--- src/rtl/pulse_cmd_uart_rx_pkg.sv ---
// ---------------------------------------------------------------------------
// pulse_cmd_uart_rx_pkg
//   Shared definitions for the pulse_gen command receiver:
//   - the CONT_* command IDs understood by the pulse_gen control registers
//   - the number of valid command IDs
//   - the bit-period derivation from clock frequency and baud rate
//   - the state encoding of the serial bit FSM
// ---------------------------------------------------------------------------
package pulse_cmd_uart_rx_pkg;

    localparam int CLK_HZ = 50_000_000;
    localparam int BAUD   = 115_200;

    // Rounded to the nearest whole clock so the sampling centre drifts as
    // little as possible over a 10-bit character.
    function automatic int calc_clks_per_bit(input int clk_hz, input int baud);
        return (clk_hz + baud / 2) / baud;
    endfunction

    localparam int DEFAULT_CLKS_PER_BIT = calc_clks_per_bit(CLK_HZ, BAUD);

    typedef enum logic [7:0] {
        CONT_SET_DELAY    = 8'd0,
        CONT_SET_WIDTH    = 8'd1,
        CONT_SET_PERIOD   = 8'd2,
        CONT_SET_COUNT    = 8'd3,
        CONT_SET_POLARITY = 8'd4,
        CONT_SET_ENABLE   = 8'd5,
        CONT_SET_TRIGGER  = 8'd6,
        CONT_SET_MODE     = 8'd7,
        CONT_SET_NUTD     = 8'd8
    } cont_cmd_t;

    localparam int CONT_NUM_CMDS = 9;

    typedef enum logic [2:0] {
        RX_IDLE,
        RX_START,
        RX_DATA,
        RX_STOP,
        RX_WAIT_HIGH
    } rx_state_t;

endpackage

--- src/rtl/pulse_cmd_uart_rx_if.sv ---
// ---------------------------------------------------------------------------
// pulse_cmd_uart_rx_if
//   Command/status bundle produced by the UART command receiver.
//   master : the receiver (drives everything)
//   slave  : the consumer (pulse_gen control registers)
//   cmd_valid   1-cycle strobe, cmd_id/cmd_data valid this cycle
//   cmd_id      command ID, held until the next cmd_valid
//   cmd_data    payload, byte 0 in bits [7:0]
//   err_frame   stop bit sampled low
//   err_timeout partial frame abandoned
//   err_cmd     complete frame with an unknown ID
//   busy        frame reception in progress
// ---------------------------------------------------------------------------
interface pulse_cmd_uart_rx_if #(
    parameter int PAYLOAD_BYTES = 4
);
    logic                         cmd_valid;
    logic [7:0]                   cmd_id;
    logic [8*PAYLOAD_BYTES-1:0]   cmd_data;
    logic                         err_frame;
    logic                         err_timeout;
    logic                         err_cmd;
    logic                         busy;

    modport master (
        output cmd_valid, cmd_id, cmd_data, err_frame, err_timeout, err_cmd, busy
    );

    modport slave (
        input cmd_valid, cmd_id, cmd_data, err_frame, err_timeout, err_cmd, busy
    );
endinterface

--- src/rtl/pulse_cmd_uart_rx_byte.sv ---
// ---------------------------------------------------------------------------
// uart_rx_byte
//   8N1 byte receiver: 2-flop synchroniser, bit FSM and 3-sample majority
//   vote around each bit centre.
//   clk, resetn  system clock, synchronous active-low reset
//   rx           asynchronous serial input, idle high
//   byte_valid   1-cycle strobe, rx_byte holds the received byte
//   rx_byte      last received byte
//   frame_err    1-cycle strobe, stop bit voted low
//   start_det    falling edge seen while idle (candidate start bit)
//   active       start bit confirmed, data/stop bits being received
//   idle         bit FSM is waiting for a start bit
// ---------------------------------------------------------------------------
module uart_rx_byte
    import pulse_cmd_uart_rx_pkg::*;
#(
    parameter int CLKS_PER_BIT = DEFAULT_CLKS_PER_BIT
) (
    input  logic       clk,
    input  logic       resetn,
    input  logic       rx,
    output logic       byte_valid,
    output logic [7:0] rx_byte,
    output logic       frame_err,
    output logic       start_det,
    output logic       active,
    output logic       idle
);

    localparam int CW = $clog2(CLKS_PER_BIT + 1);
    localparam logic [CW-1:0] VOTE_A = CW'(CLKS_PER_BIT / 2 - 1);
    localparam logic [CW-1:0] VOTE_B = CW'(CLKS_PER_BIT / 2);
    localparam logic [CW-1:0] VOTE_C = CW'(CLKS_PER_BIT / 2 + 1);
    localparam logic [CW-1:0] LAST   = CW'(CLKS_PER_BIT - 1);

    rx_state_t   state, state_next;
    logic [1:0]  sync;
    logic [CW-1:0] cnt;
    logic [2:0]  bit_idx;
    logic [1:0]  votes;
    logic [7:0]  shift;
    logic        rx_s;
    logic        at_vote;
    logic        at_end;
    logic        maj;
    logic        done_now;
    logic        err_now;

    assign rx_s    = sync[1];
    assign at_vote = (cnt == VOTE_C);
    assign at_end  = (cnt == LAST);
    // The third sample is the live synchronised value at VOTE_C.
    assign maj     = (votes[0] & votes[1]) | (votes[0] & rx_s) | (votes[1] & rx_s);

    always_ff @(posedge clk) begin
        if (!resetn) begin
            state <= RX_IDLE;
        end else begin
            state <= state_next;
        end
    end

    always_comb begin
        state_next = state;
        case (state)
            RX_IDLE:      if (!rx_s) state_next = RX_START;
            RX_START: begin
                if (at_vote && maj)  state_next = RX_IDLE;
                else if (at_end)     state_next = RX_DATA;
            end
            RX_DATA:      if (at_end && bit_idx == 3'd7) state_next = RX_STOP;
            RX_STOP: begin
                if (at_vote && !maj) state_next = RX_WAIT_HIGH;
                else if (at_end)     state_next = RX_IDLE;
            end
            RX_WAIT_HIGH: if (rx_s) state_next = RX_IDLE;
            default:      state_next = RX_IDLE;
        endcase
    end

    always_comb begin
        start_det = (state == RX_IDLE) && !rx_s;
        done_now  = (state == RX_STOP) && at_end;
        err_now   = (state == RX_STOP) && at_vote && !maj;
        active    = (state == RX_DATA) || (state == RX_STOP);
        idle      = (state == RX_IDLE);
    end

    // The cycle that detects the start edge counts as position 0 of the bit,
    // so START is entered with cnt = 1. The stop bit is timed to its end so
    // the next start edge lands on the first IDLE cycle.
    always_ff @(posedge clk) begin
        if (!resetn) begin
            sync       <= 2'b11;
            cnt        <= '0;
            bit_idx    <= '0;
            votes      <= '0;
            shift      <= '0;
            rx_byte    <= '0;
            byte_valid <= 1'b0;
            frame_err  <= 1'b0;
        end else begin
            sync       <= {sync[0], rx};
            byte_valid <= done_now;
            frame_err  <= err_now;

            case (state)
                RX_START, RX_DATA, RX_STOP: cnt <= at_end ? '0 : cnt + CW'(1);
                RX_IDLE:                    cnt <= CW'(1);
                default:                    cnt <= '0;
            endcase

            if (cnt == VOTE_A) votes[0] <= rx_s;
            if (cnt == VOTE_B) votes[1] <= rx_s;

            if (state == RX_IDLE) begin
                bit_idx <= '0;
            end else if (state == RX_DATA) begin
                if (at_vote) shift <= {maj, shift[7:1]};
                if (at_end)  bit_idx <= (bit_idx == 3'd7) ? 3'd0 : bit_idx + 3'd1;
            end

            if (done_now) rx_byte <= shift;
        end
    end

endmodule

--- src/rtl/pulse_cmd_uart_rx.sv ---
// ---------------------------------------------------------------------------
// pulse_cmd_uart_rx
//   UART command deframer for the pulse_gen control registers. One command
//   frame is an ID byte followed by PAYLOAD_BYTES little-endian payload bytes.
//   clk       system clock
//   resetn    synchronous active-low reset
//   RS232_Rx  asynchronous serial input, idle high
//   cmd       pulse_cmd_uart_rx_if.master: cmd_valid/cmd_id/cmd_data,
//             err_frame/err_timeout/err_cmd strobes, busy
// ---------------------------------------------------------------------------
module pulse_cmd_uart_rx
    import pulse_cmd_uart_rx_pkg::*;
#(
    parameter int CLKS_PER_BIT  = DEFAULT_CLKS_PER_BIT,
    parameter int PAYLOAD_BYTES = 4,
    parameter int TIMEOUT_BITS  = 20,
    parameter int NUM_CMDS      = CONT_NUM_CMDS
) (
    input  logic               clk,
    input  logic               resetn,
    input  logic               RS232_Rx,
    pulse_cmd_uart_rx_if.master cmd
);

    localparam int IW        = $clog2(PAYLOAD_BYTES + 1);
    localparam int TMO_LIMIT = TIMEOUT_BITS * CLKS_PER_BIT;
    localparam int TW        = $clog2(TMO_LIMIT + 1);
    localparam logic [TW-1:0] TMO_MAX  = TW'(TMO_LIMIT);
    localparam logic [IW-1:0] IDX_LAST = IW'(PAYLOAD_BYTES);
    localparam logic [7:0]    ID_LIMIT = 8'(NUM_CMDS);

    logic                          byte_valid;
    logic [7:0]                    rx_byte;
    logic                          frame_err;
    logic                          start_det;
    logic                          rx_active;
    logic                          rx_idle;

    logic [IW-1:0]                 idx;
    logic [7:0]                    id_q;
    logic [PAYLOAD_BYTES-1:0][7:0] payload_q;
    logic [PAYLOAD_BYTES-1:0][7:0] payload_next;
    logic [TW-1:0]                 tmo;
    logic                          tmo_fire;
    logic                          last_byte;

    logic                          cmd_valid_q;
    logic [7:0]                    cmd_id_q;
    logic [8*PAYLOAD_BYTES-1:0]    cmd_data_q;
    logic                          err_frame_q;
    logic                          err_timeout_q;
    logic                          err_cmd_q;

    uart_rx_byte #(
        .CLKS_PER_BIT (CLKS_PER_BIT)
    ) u_rx_byte (
        .clk        (clk),
        .resetn     (resetn),
        .rx         (RS232_Rx),
        .byte_valid (byte_valid),
        .rx_byte    (rx_byte),
        .frame_err  (frame_err),
        .start_det  (start_det),
        .active     (rx_active),
        .idle       (rx_idle)
    );

    // Merging the incoming byte combinationally lets the final payload byte
    // reach cmd_data in the same cycle cmd_valid is raised.
    always_comb begin
        payload_next = payload_q;
        for (int i = 0; i < PAYLOAD_BYTES; i++) begin
            if (byte_valid && idx == IW'(i + 1)) payload_next[i] = rx_byte;
        end
        last_byte = byte_valid && (idx == IDX_LAST);
        tmo_fire  = (idx != '0) && rx_idle && !start_det && (tmo == TMO_MAX);
    end

    // Inter-byte idle counter; any start edge or an empty frame clears it.
    always_ff @(posedge clk) begin
        if (!resetn) begin
            tmo <= '0;
        end else if (start_det || idx == '0) begin
            tmo <= '0;
        end else if (rx_idle) begin
            tmo <= (tmo == TMO_MAX) ? '0 : tmo + TW'(1);
        end
    end

    always_ff @(posedge clk) begin
        if (!resetn) begin
            idx           <= '0;
            id_q          <= '0;
            payload_q     <= '0;
            cmd_valid_q   <= 1'b0;
            cmd_id_q      <= '0;
            cmd_data_q    <= '0;
            err_frame_q   <= 1'b0;
            err_timeout_q <= 1'b0;
            err_cmd_q     <= 1'b0;
        end else begin
            cmd_valid_q   <= 1'b0;
            err_frame_q   <= 1'b0;
            err_timeout_q <= 1'b0;
            err_cmd_q     <= 1'b0;

            if (frame_err) begin
                err_frame_q <= 1'b1;
                idx         <= '0;
            end else if (tmo_fire) begin
                err_timeout_q <= 1'b1;
                idx           <= '0;
            end else if (byte_valid) begin
                if (idx == '0) begin
                    id_q <= rx_byte;
                    idx  <= IW'(1);
                end else begin
                    payload_q <= payload_next;
                    if (last_byte) begin
                        idx <= '0;
                        if (id_q < ID_LIMIT) begin
                            cmd_valid_q <= 1'b1;
                            cmd_id_q    <= id_q;
                            cmd_data_q  <= payload_next;
                        end else begin
                            err_cmd_q <= 1'b1;
                        end
                    end else begin
                        idx <= idx + IW'(1);
                    end
                end
            end
        end
    end

    assign cmd.cmd_valid   = cmd_valid_q;
    assign cmd.cmd_id      = cmd_id_q;
    assign cmd.cmd_data    = cmd_data_q;
    assign cmd.err_frame   = err_frame_q;
    assign cmd.err_timeout = err_timeout_q;
    assign cmd.err_cmd     = err_cmd_q;
    assign cmd.busy        = (idx != '0) || rx_active;

endmodule

--- src/flat_wrapper.sv ---
// flat-port wrapper written by rule: the top's interface ports become plain ports
module pulse_cmd_uart_rx_flat import pulse_cmd_uart_rx_pkg::*;
#(
    parameter int CLKS_PER_BIT  = DEFAULT_CLKS_PER_BIT,
    parameter int PAYLOAD_BYTES = 4,
    parameter int TIMEOUT_BITS  = 20,
    parameter int NUM_CMDS      = CONT_NUM_CMDS
)
  (clk, resetn, RS232_Rx, cmd_cmd_valid, cmd_cmd_id, cmd_cmd_data, cmd_err_frame, cmd_err_timeout, cmd_err_cmd, cmd_busy);
  pulse_cmd_uart_rx_if #(.PAYLOAD_BYTES(PAYLOAD_BYTES)) cmd_i ();
  input  logic clk;
  input  logic resetn;
  input  logic RS232_Rx;
  output wire logic [$bits(cmd_i.cmd_valid)-1:0] cmd_cmd_valid;
  output wire logic [$bits(cmd_i.cmd_id)-1:0] cmd_cmd_id;
  output wire logic [$bits(cmd_i.cmd_data)-1:0] cmd_cmd_data;
  output wire logic [$bits(cmd_i.err_frame)-1:0] cmd_err_frame;
  output wire logic [$bits(cmd_i.err_timeout)-1:0] cmd_err_timeout;
  output wire logic [$bits(cmd_i.err_cmd)-1:0] cmd_err_cmd;
  output wire logic [$bits(cmd_i.busy)-1:0] cmd_busy;
  assign cmd_cmd_valid = cmd_i.cmd_valid;
  assign cmd_cmd_id = cmd_i.cmd_id;
  assign cmd_cmd_data = cmd_i.cmd_data;
  assign cmd_err_frame = cmd_i.err_frame;
  assign cmd_err_timeout = cmd_i.err_timeout;
  assign cmd_err_cmd = cmd_i.err_cmd;
  assign cmd_busy = cmd_i.busy;
  pulse_cmd_uart_rx #(.CLKS_PER_BIT(CLKS_PER_BIT), .PAYLOAD_BYTES(PAYLOAD_BYTES), .TIMEOUT_BITS(TIMEOUT_BITS), .NUM_CMDS(NUM_CMDS)) u_core (.clk(clk), .resetn(resetn), .RS232_Rx(RS232_Rx), .cmd(cmd_i));
endmodule
--- config.mk ---
export PLATFORM = sky130hd
export DESIGN_NAME = pulse_cmd_uart_rx_flat
export DESIGN_NICKNAME = d
export VERILOG_FILES = /design/src/rtl/pulse_cmd_uart_rx_pkg.sv /design/src/rtl/pulse_cmd_uart_rx_if.sv /design/src/rtl/pulse_cmd_uart_rx_byte.sv /design/src/rtl/pulse_cmd_uart_rx.sv /design/src/flat_wrapper.sv
export SDC_FILE = /design/constraint.sdc
export NUM_CORES = 1
export LEC_CHECK = 0
export CORE_MARGIN = 1.5
export CORE_UTILIZATION = 50
export CTS_CLUSTER_SIZE = 8
export DETAILED_ROUTE_END_ITERATION = 6
export GPL_TIMING_DRIVEN = 0
export PLACE_DENSITY_LB_ADDON = 0.05
export REMOVE_ABC_BUFFERS = 1
export SLEW_MARGIN = 20
export SYNTH_ARGS = -nofsm -noshare
export SYNTH_HDL_FRONTEND = slang
export SYNTH_SLANG_ARGS = --single-unit
--- constraint.sdc ---
create_clock -name clk -period 3.8 [get_ports clk]
set_clock_uncertainty 0.05 [all_clocks]
set_input_delay 0.76 -clock clk [delete_from_list [all_inputs] [get_ports clk]]
set_output_delay 0.76 -clock clk [all_outputs]
set_load 0.005 [all_outputs]
==> impl_metrics.csv <==
group,metric,value,unit
worst_setup_path,worstSetupEndpointType,"primary output",
worst_setup_path,timing.rr.end,"u_core.payload_q[21]$_SDFFE_PN0P_",
worst_setup_path,critPathKind,"register to primary output",
place,placed_cells,751,
floorplan,initial_core_util,0.519,
drt,num_vias,4177,
synth,synthCells,603,
synth,synth_cell_type_count,48,
layout,drive_above_1_share,0.0700,
place,port_buffers,47,
sta,hold_violations,0,
power,leakage,2.63,nW
layout,fin_util,0.619,
worst_setup_path,cp.arrival,1950,ps
drt,drt_iter0_drc,212,
synth,syn_area,5670,µm²
hold_path,hp-class,"register to register",
clock_network,path_clk_slew,50,ps
sta,period_share,0.726,
worst_setup_path,worstSetupStartpointType,"register",
worst_setup_path,worst_path_max_delay_cell,"clkdlybuf4s50_1",
floorplan,rows,38,
layout,ff_latch_area,2600,µm²
global_route,grt_start_max_net_pins,63,
global_route,grt_pass1_wl,19.1,mm
worst_setup_path,r2r_start,"u_core.tmo[2]$_SDFFE_PP0N_",
sta,final.min_clock_period,2760,ps
sta,rsz0062_at_grt,"no",
layout,fillers,940,
synth,yosys.area.top_type,"dfxtp_1",
clock_network,cts_resized,0,
global_route,overflow,0,
sta,setup_viol,0,
run_status,outcome,"completed",
layout,final_nets,646,
hold_path,hold_depth,1,
worst_setup_path,reg2reg_slack,1170,ps
layout,design_area,6770,µm²
hold_path,hold_end,"u_core.u_rx_byte.sync[1]$_SDFF_PN1_",
synth,synth_edf_count,0,
layout,area_growth,19.3,%
layout,multi_input_area,2850,µm²
synth,postSynth.asyncResetShare,0,
clock_network,cts.sinks,130,
global_route,antenna_found_initial,0,
hold_path,hold_start,"u_core.u_rx_byte.sync[0]$_SDFF_PN1_",
drt,routed_wl,11.5,mm
drt,drtAntennaViolNets,0,
synth,synth_area_leaders,"dfxtp_1, mux2i_1, nor2b_1",
drt,viasPerCell,5.33,
clock_network,cts_made_buffers,17,
clock_network,clockRootBuffer,"clkbuf_16",
power,peakVddDrop,0.353,mV
worst_setup_path,crit_fanout,7,
layout,final_cell_count_no_fill,783,
floorplan,coreArea,10900,µm²
worst_setup_path,cp.required,2990,ps
power,p_per_area,467,nW/µm²
global_route,grt_pass1_vias,3910,
synth,yosysSeqAreaShare,0.459,
drt,route.detailed.drc,0,
drt,detail_route.wl_per_cell,14.6,µm
synth,synthFlopType,"dfxtp_1",
clock_network,postCtsSetupBuffers,0,
floorplan,die_x,110,µm
drt,firstDrtPassIters,4,
clock_network,clk_path_buf_depth,2,
worst_setup_path,r2r_cells,5,
clock_network,clk_latency,420,ps
sta,fin_tns_setup,0,ps
floorplan,dieArea,12000,µm²
place,gp_congestion,0.760,
sta,max_freq,362,MHz
clock_network,cts-hold-fix-buffers,0,
worst_setup_path,crit_path_max_incr_delay,500,ps
sta,maxSlewHeadroom,0.418,
synth,synth_top_area_frac,0.459,
worst_setup_path,path_cells,"inv_1 > ha_1 > nor2b_1 > nand2_1 > clkdlybuf4s50_1",
job,cap_violations,0,
synth,synth-seq-cells,130,
place,dp_hpwl,7.55,mm
synth,postSynthAreaPerCell,9.41,µm²
sta,tightestPinTransition,869,ps
floorplan,io_pins,48,
global_route,globalRouteTotalUtil,0.209,
clock_network,htreeDepth,4,
place,dpl_cell_area,6210,µm²
sta,slew_viol_final,0,
synth,yosysWarnings,0,
layout,num_antenna_cells,0,
clock_network,cts_tree,"yes",
floorplan,die_h,110,µm
==> synth_stat cells, types with 2 or more instances <==
cell / count
o21ai_0: 4
ha_1: 13
xor2_1: 11
buf_2: 3
nor3b_1: 3
nand2b_1: 5
a311oi_1: 2
nor4b_1: 2
buf_6: 3
nand3_1: 65
and3_1: 10
dfxtp_1: 130
and4b_1: 2
nor3_1: 4
nand4_1: 2
mux2i_1: 64
a21oi_1: 8
or3_1: 2
inv_1: 11
and3b_1: 2
a31oi_2: 2
or2_2: 2
o211a_1: 24
nand2_1: 67
nor2b_1: 55
nor4_1: 4
nor4bb_1: 2
and2_1: 4
o2111ai_1: 2
buf_1: 2
nor2_1: 32
xnor2_1: 11
clkbuf_1: 35
==> final cells by class <==
type	count	area share
Sequential cell	130	0.384
Clock buffer	28	0.0793
Tap cell	140	0.0259
Clock inverter	4	0.00296
Inverter	11	0.00610
Multi-Input combinational cell	418	0.421
Timing Repair Buffer	52	0.0799
==> cell usage in the layout, fill, tap and decap left out, types with 3 or more instances in the layout <==
cell type,instances
inv_1,11
o21ai_0,4
clkbuf_8,7
nand3_1,65
nor2b_1,54
nand2b_1,5
and2_1,4
xnor2_1,11
and3_1,10
nor4_1,4
clkbuf_16,17
nor2_1,32
o211a_1,24
clkinv_2,4
dfxtp_1,130
nor3_1,3
nand2_1,67
xor2_1,11
a21oi_1,8
clkbuf_1,4
ha_1,13
nor3b_1,3
clkdlybuf4s50_1,46
mux2i_1,64
==> power breakdown <==
group | total, mW | internal (mW) | leakage (nW) | switching, mW
combinational | 0.233 | 0.0922 | 1.31 | 0.140
clock | 1.51 | 0.950 | 0.280 | 0.556
sequential | 1.42 | 1.38 | 1.05 | 0.0375
==> cell families after synthesis <==
| group | synth area share |
|---|---|
| multiplexers | 0.113 |
| buffers and inverters | 0.0417 |
| AND/OR/NAND/NOR | 0.248 |
| adder cells (fa/ha/maj) | 0.0304 |
| XOR/XNOR | 0.0340 |
| AO/OA/AOI/OAI | 0.0741 |
| flip-flops | 0.459 |
==> critical path: cells and delay by family (launching register included) <==
kind / cells / cell delay [ps]
simple gates: 2 / 280
buf+inv: 2 / 580
fa+ha+maj: 1 / 270
flops: 1 / 400
==> flip-flops by register name, summed over array words and instances, names as in the netlist, 2 cells and up <==
register and flops:
u_core.cmd.cmd_data 32, u_core.payload_q 24, u_core.tmo 14, u_core.u_rx_byte.cnt 9, u_core.cmd.cmd_id 8, u_core.id_q 8
u_core.u_rx_byte.rx_byte 8, u_core.u_rx_byte.shift 8, u_core.idx 3, u_core.u_rx_byte.bit_idx 3, u_core.u_rx_byte.state 3, u_core.u_rx_byte.sync 2
u_core.u_rx_byte.votes 2
==> per-layer routing <==
layer  share of wire  up-vias  track usage  routed length, µm
li1                -     2118            -                  -
met1            0.48     1992        0.264               5500
met2            0.47       50        0.334               5390
met3           0.035       17       0.0711                398
met4           0.015        0       0.0724                174
met5               0        -            0                  0
==> through the flow <==
step	setup WS, ps	total power, mW	hold WS (ps)
3_5_place_dp	1190	1.68	352
6_report	1040	3.16	363
4_1_cts	1010	3.19	364
3_3_place_gp	-1520	1.67	341
2_1_floorplan	-49.7	1.60	336
5_1_grt	892	3.28	408
==> how the worst max path moves through the flow <==
stage                                           start                                   end  slack [ps]
5_1_grt                    u_core.idx[0]$_SDFFE_PP0P_                              cmd_busy         890
6_report                   u_core.idx[0]$_SDFFE_PP0P_                              cmd_busy        1040
3_5_place_dp               u_core.tmo[2]$_SDFFE_PP0N_     u_core.payload_q[21]$_SDFFE_PN0P_        1190
4_1_cts                    u_core.idx[0]$_SDFFE_PP0P_                              cmd_busy        1010
3_3_place_gp   u_core.u_rx_byte.byte_valid$_SDFF_PN0_  u_core.cmd.cmd_data[22]$_SDFFE_PN0P_       -1520
2_1_floorplan              u_core.idx[0]$_SDFFE_PP0P_  u_core.cmd.cmd_data[10]$_SDFFE_PN0P_         -50
No activity file was read; power rests on OpenSTA's default activity.
